$ cat config.mk
export PLATFORM = sky130hd
export DESIGN_NAME = hazard_control_unit
export DESIGN_NICKNAME = d
export VERILOG_FILES = /design/src/rtl/hazard_control_unit.sv
export SDC_FILE = /design/constraint.sdc
export NUM_CORES = 1
export LEC_CHECK = 0
export CAP_MARGIN = 15
export CORE_ASPECT_RATIO = 0.7
export CORE_MARGIN = 3
export CORE_UTILIZATION = 40
export DETAILED_ROUTE_END_ITERATION = 10
export GPL_TIMING_DRIVEN = 0
export PLACE_DENSITY_LB_ADDON = 0.08
export SLEW_MARGIN = 20
export SYNTH_ARGS = -nofsm -noshare
export SYNTH_HDL_FRONTEND = slang
export SYNTH_SLANG_ARGS = --single-unit
$ cat constraint.sdc
create_clock -name clk -period 3.1 [get_ports clk]
set_clock_uncertainty 0.15 [all_clocks]
set_input_delay 0.62 -clock clk [delete_from_list [all_inputs] [get_ports clk]]
set_output_delay 0.62 -clock clk [all_outputs]
set_load 0.03 [all_outputs]
$ cat src/rtl/hazard_control_unit.sv
// Stall/flush sequencer for the 5-stage core with branch resolution in ID.
// Detects load hazards that forwarding cannot cover, drives PC / IF/ID /
// ID/EX enables, and keeps saturating stall and flush counters.
module hazard_control_unit (
   input  logic        clk,
   input  logic        rst,
   input  logic [4:0]  rs1_IFID,
   input  logic [4:0]  rs2_IFID,
   input  logic        uses_rs1_IFID,
   input  logic        uses_rs2_IFID,
   input  logic        IDControlBranch,
   input  logic        branch_taken,
   input  logic        jump_ID,
   input  logic [4:0]  Rd_IDEX,
   input  logic        MemRead_IDEX,
   input  logic [4:0]  Rd_EXMEM,
   input  logic        MemRead_EXMEM,
   input  logic        dmem_busy,
   output logic        PCWrite,
   output logic        IFIDWrite,
   output logic        IDEX_bubble,
   output logic        IFID_flush,
   output logic        pipe_freeze,
   output logic [15:0] stall_cycles,
   output logic [15:0] flush_count
);

   typedef enum logic {RUN, STALL} state_t;

   state_t      state_q, state_d;
   logic [1:0]  cnt_q, cnt_d;
   logic [15:0] stall_q, stall_d;
   logic [15:0] flush_q, flush_d;
   logic        m_ex, m_mem;
   logic [1:0]  need;

   // ID instruction reads a nonzero register that the producer writes
   function automatic logic src_match(input logic [4:0] rd,
                                      input logic [4:0] rs1, input logic u1,
                                      input logic [4:0] rs2, input logic u2);
      return (rd != 5'd0) && ((u1 && rs1 == rd) || (u2 && rs2 == rd));
   endfunction

   // hazard need: load in EX feeding a branch costs two cycles, other
   // load hazards one; ALU producers are forwarded and never stall
   always_comb begin
      m_ex  = src_match(Rd_IDEX,  rs1_IFID, uses_rs1_IFID, rs2_IFID, uses_rs2_IFID);
      m_mem = src_match(Rd_EXMEM, rs1_IFID, uses_rs1_IFID, rs2_IFID, uses_rs2_IFID);
      need  = 2'd0;
      if (IDControlBranch && MemRead_IDEX && m_ex)        need = 2'd2;
      else if (MemRead_IDEX && m_ex)                      need = 2'd1;
      else if (IDControlBranch && MemRead_EXMEM && m_mem) need = 2'd1;
   end

   // priority: rst > dmem_busy > STALL > new hazard > flush > normal
   always_comb begin
      PCWrite     = 1'b1;
      IFIDWrite   = 1'b1;
      IDEX_bubble = 1'b0;
      IFID_flush  = 1'b0;
      pipe_freeze = 1'b0;
      state_d     = state_q;
      cnt_d       = cnt_q;
      stall_d     = stall_q;
      flush_d     = flush_q;
      if (rst) begin
         PCWrite     = 1'b0;
         IFIDWrite   = 1'b0;
         IDEX_bubble = 1'b1;
         IFID_flush  = 1'b1;
      end else if (dmem_busy) begin
         // whole pipe holds; state, cnt and counters are untouched
         pipe_freeze = 1'b1;
         PCWrite     = 1'b0;
         IFIDWrite   = 1'b0;
      end else if (state_q == STALL || need != 2'd0) begin
         PCWrite     = 1'b0;
         IFIDWrite   = 1'b0;
         IDEX_bubble = 1'b1;
         stall_d     = (stall_q == 16'hFFFF) ? stall_q : stall_q + 16'd1;
         if (state_q == STALL) begin
            // STALL masks detection until the remaining count drains
            cnt_d = cnt_q - 2'd1;
            if (cnt_q == 2'd1) state_d = RUN;
         end else if (need == 2'd2) begin
            state_d = STALL;
            cnt_d   = 2'd1;
         end
      end else if ((IDControlBranch && branch_taken) || jump_ID) begin
         IFID_flush = 1'b1;
         flush_d    = (flush_q == 16'hFFFF) ? flush_q : flush_q + 16'd1;
      end
   end

   // state and counter registers with synchronous reset
   always_ff @(posedge clk) begin
      if (rst) begin
         state_q <= RUN;
         cnt_q   <= 2'd0;
         stall_q <= 16'd0;
         flush_q <= 16'd0;
      end else begin
         state_q <= state_d;
         cnt_q   <= cnt_d;
         stall_q <= stall_d;
         flush_q <= flush_d;
      end
   end

   assign stall_cycles = stall_q;
   assign flush_count  = flush_q;

endmodule

# After elaboration in Yosys (flattened, before gate mapping)
# Cells that the tools add are included.
[op_classes]
addsub = 3
eq_ne = 8
muxes = 20
bitwise_logic = 4
n_reduce_logical = 24
[op_table]
columns = ["op", "count"]
rows = [
  ["$add 16x1->16 const B", 2],
  ["$eq 16x16->1 const B", 2],
  ["$eq 5x5->1", 4],
  ["$mux 1", 17],
  ["$logic_and 1x1->1", 12],
  ["$reduce_bool 5->1", 2],
  ["$mux 2", 3],
  ["$reduce_and 3->1", 2],
  ["$logic_or 1x1->1", 4],
  ["$not 1->1", 4],
  ["$reduce_and 4->1", 1],
  ["$reduce_bool 2->1", 2],
  ["$eq 2x1->1 const B", 1],
  ["$eq 2x2->1 const B", 1],
  ["$reduce_and 2->1", 1],
  ["$sub 2x1->2 const B", 1],
]
[word_totals]
ff_bits = 35
input_bits = 30
output_inout_bits = 37
elab_cells = 63

# Logic depth before layout (Yosys ltp)
[logic_depth]
depth_word = 13
ltp_mapped = 8
depth_no_buf = 7

# Least setup slack after synthesis
# OpenSTA, ideal clock, no wires.
[synth_timing]
kind = "input to output"
start = "in Rd_IDEX[1]"
end = "out PCWrite"
arrival_ps = 2971
t_required_ps = 2330
path_slack_ps = -641
path_stages = 7
path_buffers = 3
path_cell_list = "or4_1 -> o21a_1 -> a221o_1 -> buf_6 -> clkbuf_1 -> nor3_1 -> buf_4"
[synth_between]
elab_chain_len = 12
elab_cells_between_ends = 16
[synth_lines]
columns = ["item", "line", "rtl"]
rows = [
  ["start: declaration", "14", "input logic [4:0] Rd_IDEX,"],
  ["$eq 5x5->1", "41", "return (rd != 5'd0) && ((u1 && rs1 == rd) || (u2 && rs2 == rd));"],
  ["$logic_and 1x1->1", "41", ""],
  ["$logic_or 1x1->1", "41", ""],
  ["$logic_and 1x1->1 (*)", "41", ""],
  ["$logic_and 1x1->1", "51", "else if (MemRead_IDEX && m_ex) need = 2'd1;"],
  ["$mux 1", "51", ""],
  ["$mux 2 (*)", "50", "if (IDControlBranch && MemRead_IDEX && m_ex) need = 2'd2;"],
  ["$reduce_bool 2->1 (*)", "76", "end else if (state_q == STALL || need != 2'd0) begin"],
  ["$logic_or 1x1->1 (*)", "76", ""],
  ["$mux 1 (*) (3 in series)", "n/a", ""],
  ["end: declaration", "19", "output logic PCWrite,"],
]
# Every way passes the cells marked *; elsewhere a longest branch is shown, timed or not.

# Final worst setup path
[layout_timing]
start = "in Rd_IDEX[2]"
end = "out PCWrite"
[layout_between]
elab_chain_len = 12
elab_cells_between_ends = 16
[layout_lines]
columns = ["item", "line", "rtl"]
rows = [
  ["$eq 5x5->1", "41", ""],
  ["$logic_and 1x1->1", "41", ""],
  ["$logic_or 1x1->1", "41", ""],
  ["$logic_and 1x1->1 (*)", "41", ""],
  ["$logic_and 1x1->1", "51", ""],
  ["$mux 1", "51", ""],
  ["$mux 2 (*)", "50", ""],
  ["$reduce_bool 2->1 (*)", "76", ""],
  ["$logic_or 1x1->1 (*)", "76", ""],
  ["$mux 1 (*)", "76", ""],
  ["$mux 1 (*)", "71", "end else if (dmem_busy) begin"],
  ["$mux 1 (*)", "66", "if (rst) begin"],
]
# Marks and branches as above.

==> results.sh <==
export IMPL_status="finished, violations left"
export IMPL_violations="negative setup slack"
export IMPL_cts_buffers=5
export IMPL_rsz0062_at_grt="yes"
export IMPL_drt_iter0_drc=101
export IMPL_r2r_slack_ns=0.54
export IMPL_grt_pass1_vias=2082
export IMPL_yosysWarnings=0
export IMPL_hold_start="cnt_q[1]$_SDFFE_PP0P_"
export IMPL_swShare=0.2520
export IMPL_grt_max_degree=12
export IMPL_synth_top_family_by_area="simple AND/OR/NAND/NOR gates"
export IMPL_synthAdderAreaFrac=0.01692
export IMPL_min_path_cells=2
export IMPL_avgSynthCellArea_um2=8.096
export IMPL_clock_path_buffers=2
export IMPL_ys_seq_area_frac=0.3158
export IMPL_power_density_nw_per_um2=331.1
export IMPL_die_area_um2=6490
export IMPL_stdcell_count=426
export IMPL_htreeDepth=2
export IMPL_dp_cells=410
export IMPL_clk_insertion_delay_late_ns=0.30
export IMPL_coreArea_um2=5313
export IMPL_r2r_start="stall_cycles[3]$_SDFFE_PP0P_"
export IMPL_die_h_um=68.31
export IMPL_postSynthRegisterBits=35
export IMPL_setup_ws_ns=-0.03730
export IMPL_startpoint_type="primary input"
export IMPL_ys_types=42
export IMPL_io_pins=67
export IMPL_cts_root_buf="clkbuf_8"
export IMPL_post_drt_wl_per_cell_um=15.05
export IMPL_slew_viol_final=0
export IMPL_hp_class="flop to flop"
export IMPL_holdWs_ns=0.3242
export IMPL_worstSetupEndpointType="output port"
export IMPL_crit_type="primary input to output port"
export IMPL_seqPwrFrac=0.432
export IMPL_syn_num_nets=307
export IMPL_slew_headroom=0.4622
export IMPL_rr_worst_depth=6
export IMPL_area_delta_synth_final_pct=43.71
export IMPL_diodes=0
export IMPL_die_w_um=95.01
export IMPL_p_clk_frac=0.412
export IMPL_overflow=0
export IMPL_p_sw_uw=266.0
export IMPL_async_reset_ff_frac=0
export IMPL_tightest_slew_ns=0.7942
export IMPL_setup_tns_ns=-0.07304
export IMPL_synth_xor_area_frac=0.07896
export IMPL_vias=2295
export IMPL_synth_simple_area_share=0.3226
export IMPL_wl_um=6413
export IMPL_whs_endpoint="cnt_q[1]$_SDFFE_PP0P_"
export IMPL_num_rows=22
export IMPL_cts_hold_buffers=0
export IMPL_synth_compound_area_frac=0.1331
export IMPL_fin_crit_ns=3.137
export IMPL_dpl_hpwl_um=4691
export IMPL_power_total_uw=1056
export IMPL_synth_area_mux_share=0.09081
export IMPL_rr_endpoint="stall_cycles[10]$_SDFFE_PP0P_"
export IMPL_fin_util=0.6001
export IMPL_p_comb_frac=0.156
export IMPL_vdd_drop_max_mv=0.2035
export IMPL_initial_utilization=0.4176
export IMPL_clock_fmax_mhz=318.7
export IMPL_arrival_ns=2.37
export IMPL_portBuffers=64
export IMPL_syn_inst=274
export IMPL_synth_cell_area_um2=2218
export IMPL_synth_main_ff_cell="dfxtp_1"
export IMPL_grt_pass1_wl_um=10180
export IMPL_nets=386
export IMPL_synth_edf_count=0
export IMPL_cp_required_ns=2.33
export IMPL_cts_tree="done"
export IMPL_p_leak_uw=0.001167
export IMPL_cellInternalPower_uw=789.6
export IMPL_drive_gt1_frac=0.1582
export IMPL_min_period_over_period=1.012
export IMPL_gp_congestion=0.8155
export IMPL_clk_pin_slew_ns=0.07
export IMPL_ant_nets=0
export IMPL_max_cap_viol_count=0
export IMPL_report_final_hold_viol_count=0
export IMPL_grt_usage=0.2024
export IMPL_drc=0
export IMPL_firstDrtPassIters=4
export IMPL_antenna_found_initial=0
export IMPL_vias_per_cell=5.387
export IMPL_setup_viol=2
export IMPL_clock_sinks=35
export IMPL_worst_path_max_fanout=4
metrics by stage:
stage | instance area, um^2 | worst slack, ns
2_1_floorplan | 2243 | -0.1706
3_3_place_gp | 2974 | -1.182
3_5_place_dp | 2974 | -1.211
4_1_cts | 3109 | -0.02637
5_1_grt | 3188 | -0.08470
6_report | 3188 | -0.03730
how the worst max path moves through the flow:
stage,cells past startpoint,endpoint,start,slack (ns)
3_5_place_dp,9,PCWrite,Rd_IDEX[1],-1.21
4_1_cts,8,PCWrite,Rd_IDEX[2],-0.03
2_1_floorplan,7,PCWrite,Rd_IDEX[1],-0.17
3_3_place_gp,9,PCWrite,Rd_IDEX[1],-1.18
6_report,8,PCWrite,Rd_IDEX[2],-0.04
5_1_grt,8,PCWrite,Rd_EXMEM[1],-0.08
critical path, cell delays in order:
cell and delay [ns]:
buf_8 0.10, or4_4 0.51, o21a_1 0.23, a221o_1 0.33, buf_6 0.14, nor3_4 0.20
buf_6 0.12, buf_6 0.11
synth_stat cells (all sizes together) (2+ instances only):
cell / n / share of area
nand2: 22 / 0.037
nor4b: 5 / 0.020
or4: 6 / 0.020
dfxtp: 35 / 0.32
a31oi: 3 / 0.0085
o22ai: 2 / 0.0056
nor2b: 16 / 0.045
nand2b: 2 / 0.0056
nand4: 12 / 0.034
nor2: 27 / 0.046
nor3: 7 / 0.016
nor4: 8 / 0.023
nand3: 12 / 0.027
ha: 3 / 0.017
a21oi: 15 / 0.034
inv: 4 / 0.0068
clkbuf: 9 / 0.015
mux2: 17 / 0.086
or3: 8 / 0.023
o21a: 2 / 0.0068
a21o: 2 / 0.0068
xnor2: 20 / 0.079
and3: 3 / 0.0085
o31ai: 5 / 0.017
o21ai: 8 / 0.018
and4: 3 / 0.012
buf: 6 / 0.020
kinds of logic (layout without fill, tap and decap cells):
family	count (synthesis)	count (layout)
simple gates	133	133
compound gates	46	46
flops	35	35
xor+xnor	20	20
buf+inv	19	99
mux	18	18
fa+ha+maj	3	3
sequential cells by signal (all words and copies together), names as in the netlist:
signal / count
cnt_q: 2
state_q: 1
stall_cycles: 16
flush_count: 16
power by group through the flow:
stage	clock network [uW]	registers, uW	logic [uW]
2_1_floorplan	0	469	79.9
3_3_place_gp	0	466	157
3_5_place_dp	0	466	157
4_1_cts	445	455	159
5_1_grt	460	456	179
6_report	435	456	165
cell type report:
type | instances | area [um^2]
Buffer | 14 | 80.08
Clock buffer | 6 | 82.58
Clock inverter | 2 | 35.03
Fill cell | 500 | 2125
Inverter | 4 | 15.01
Multi-Input combinational cell | 220 | 1478
Sequential cell | 35 | 700.7
Tap cell | 72 | 90.09
Timing Repair Buffer | 73 | 706.9
cells in the final DEF (no fill, tap or decap), drive strengths merged, types with 3 or more instances in the layout:
master	count
xnor2	20
nor2b	16
dfxtp	35
clkdlybuf4s50	40
dlymetal6s2s	11
a21oi	15
nor2	27
nor3	7
a31oi	3
and4	3
ha	3
or3	8
nand3	12
o21ai	8
nand4	12
buf	26
nor4b	5
o31ai	5
inv	4
clkbuf	14
nor4	8
nand2	22
mux2	17
and3	3
or4	6
per-layer routing:
layer,vias to the layer above,track usage,wire length (um)
li1,1168,-,-
met1,1060,0.2944,3274
met2,63,0.2924,2699
met3,4,0.06044,411
met4,0,0.04317,28
met5,-,0,0
timing repair:
action                     in CTS  in global routing
gates resized for setup        61                 17
setup endpoints to repair       4                  4
setup buffers                   6                  3
gates cloned                    0                  0
pin swaps                       7                  7
Note: power is estimated with default switching activity, not from simulation.
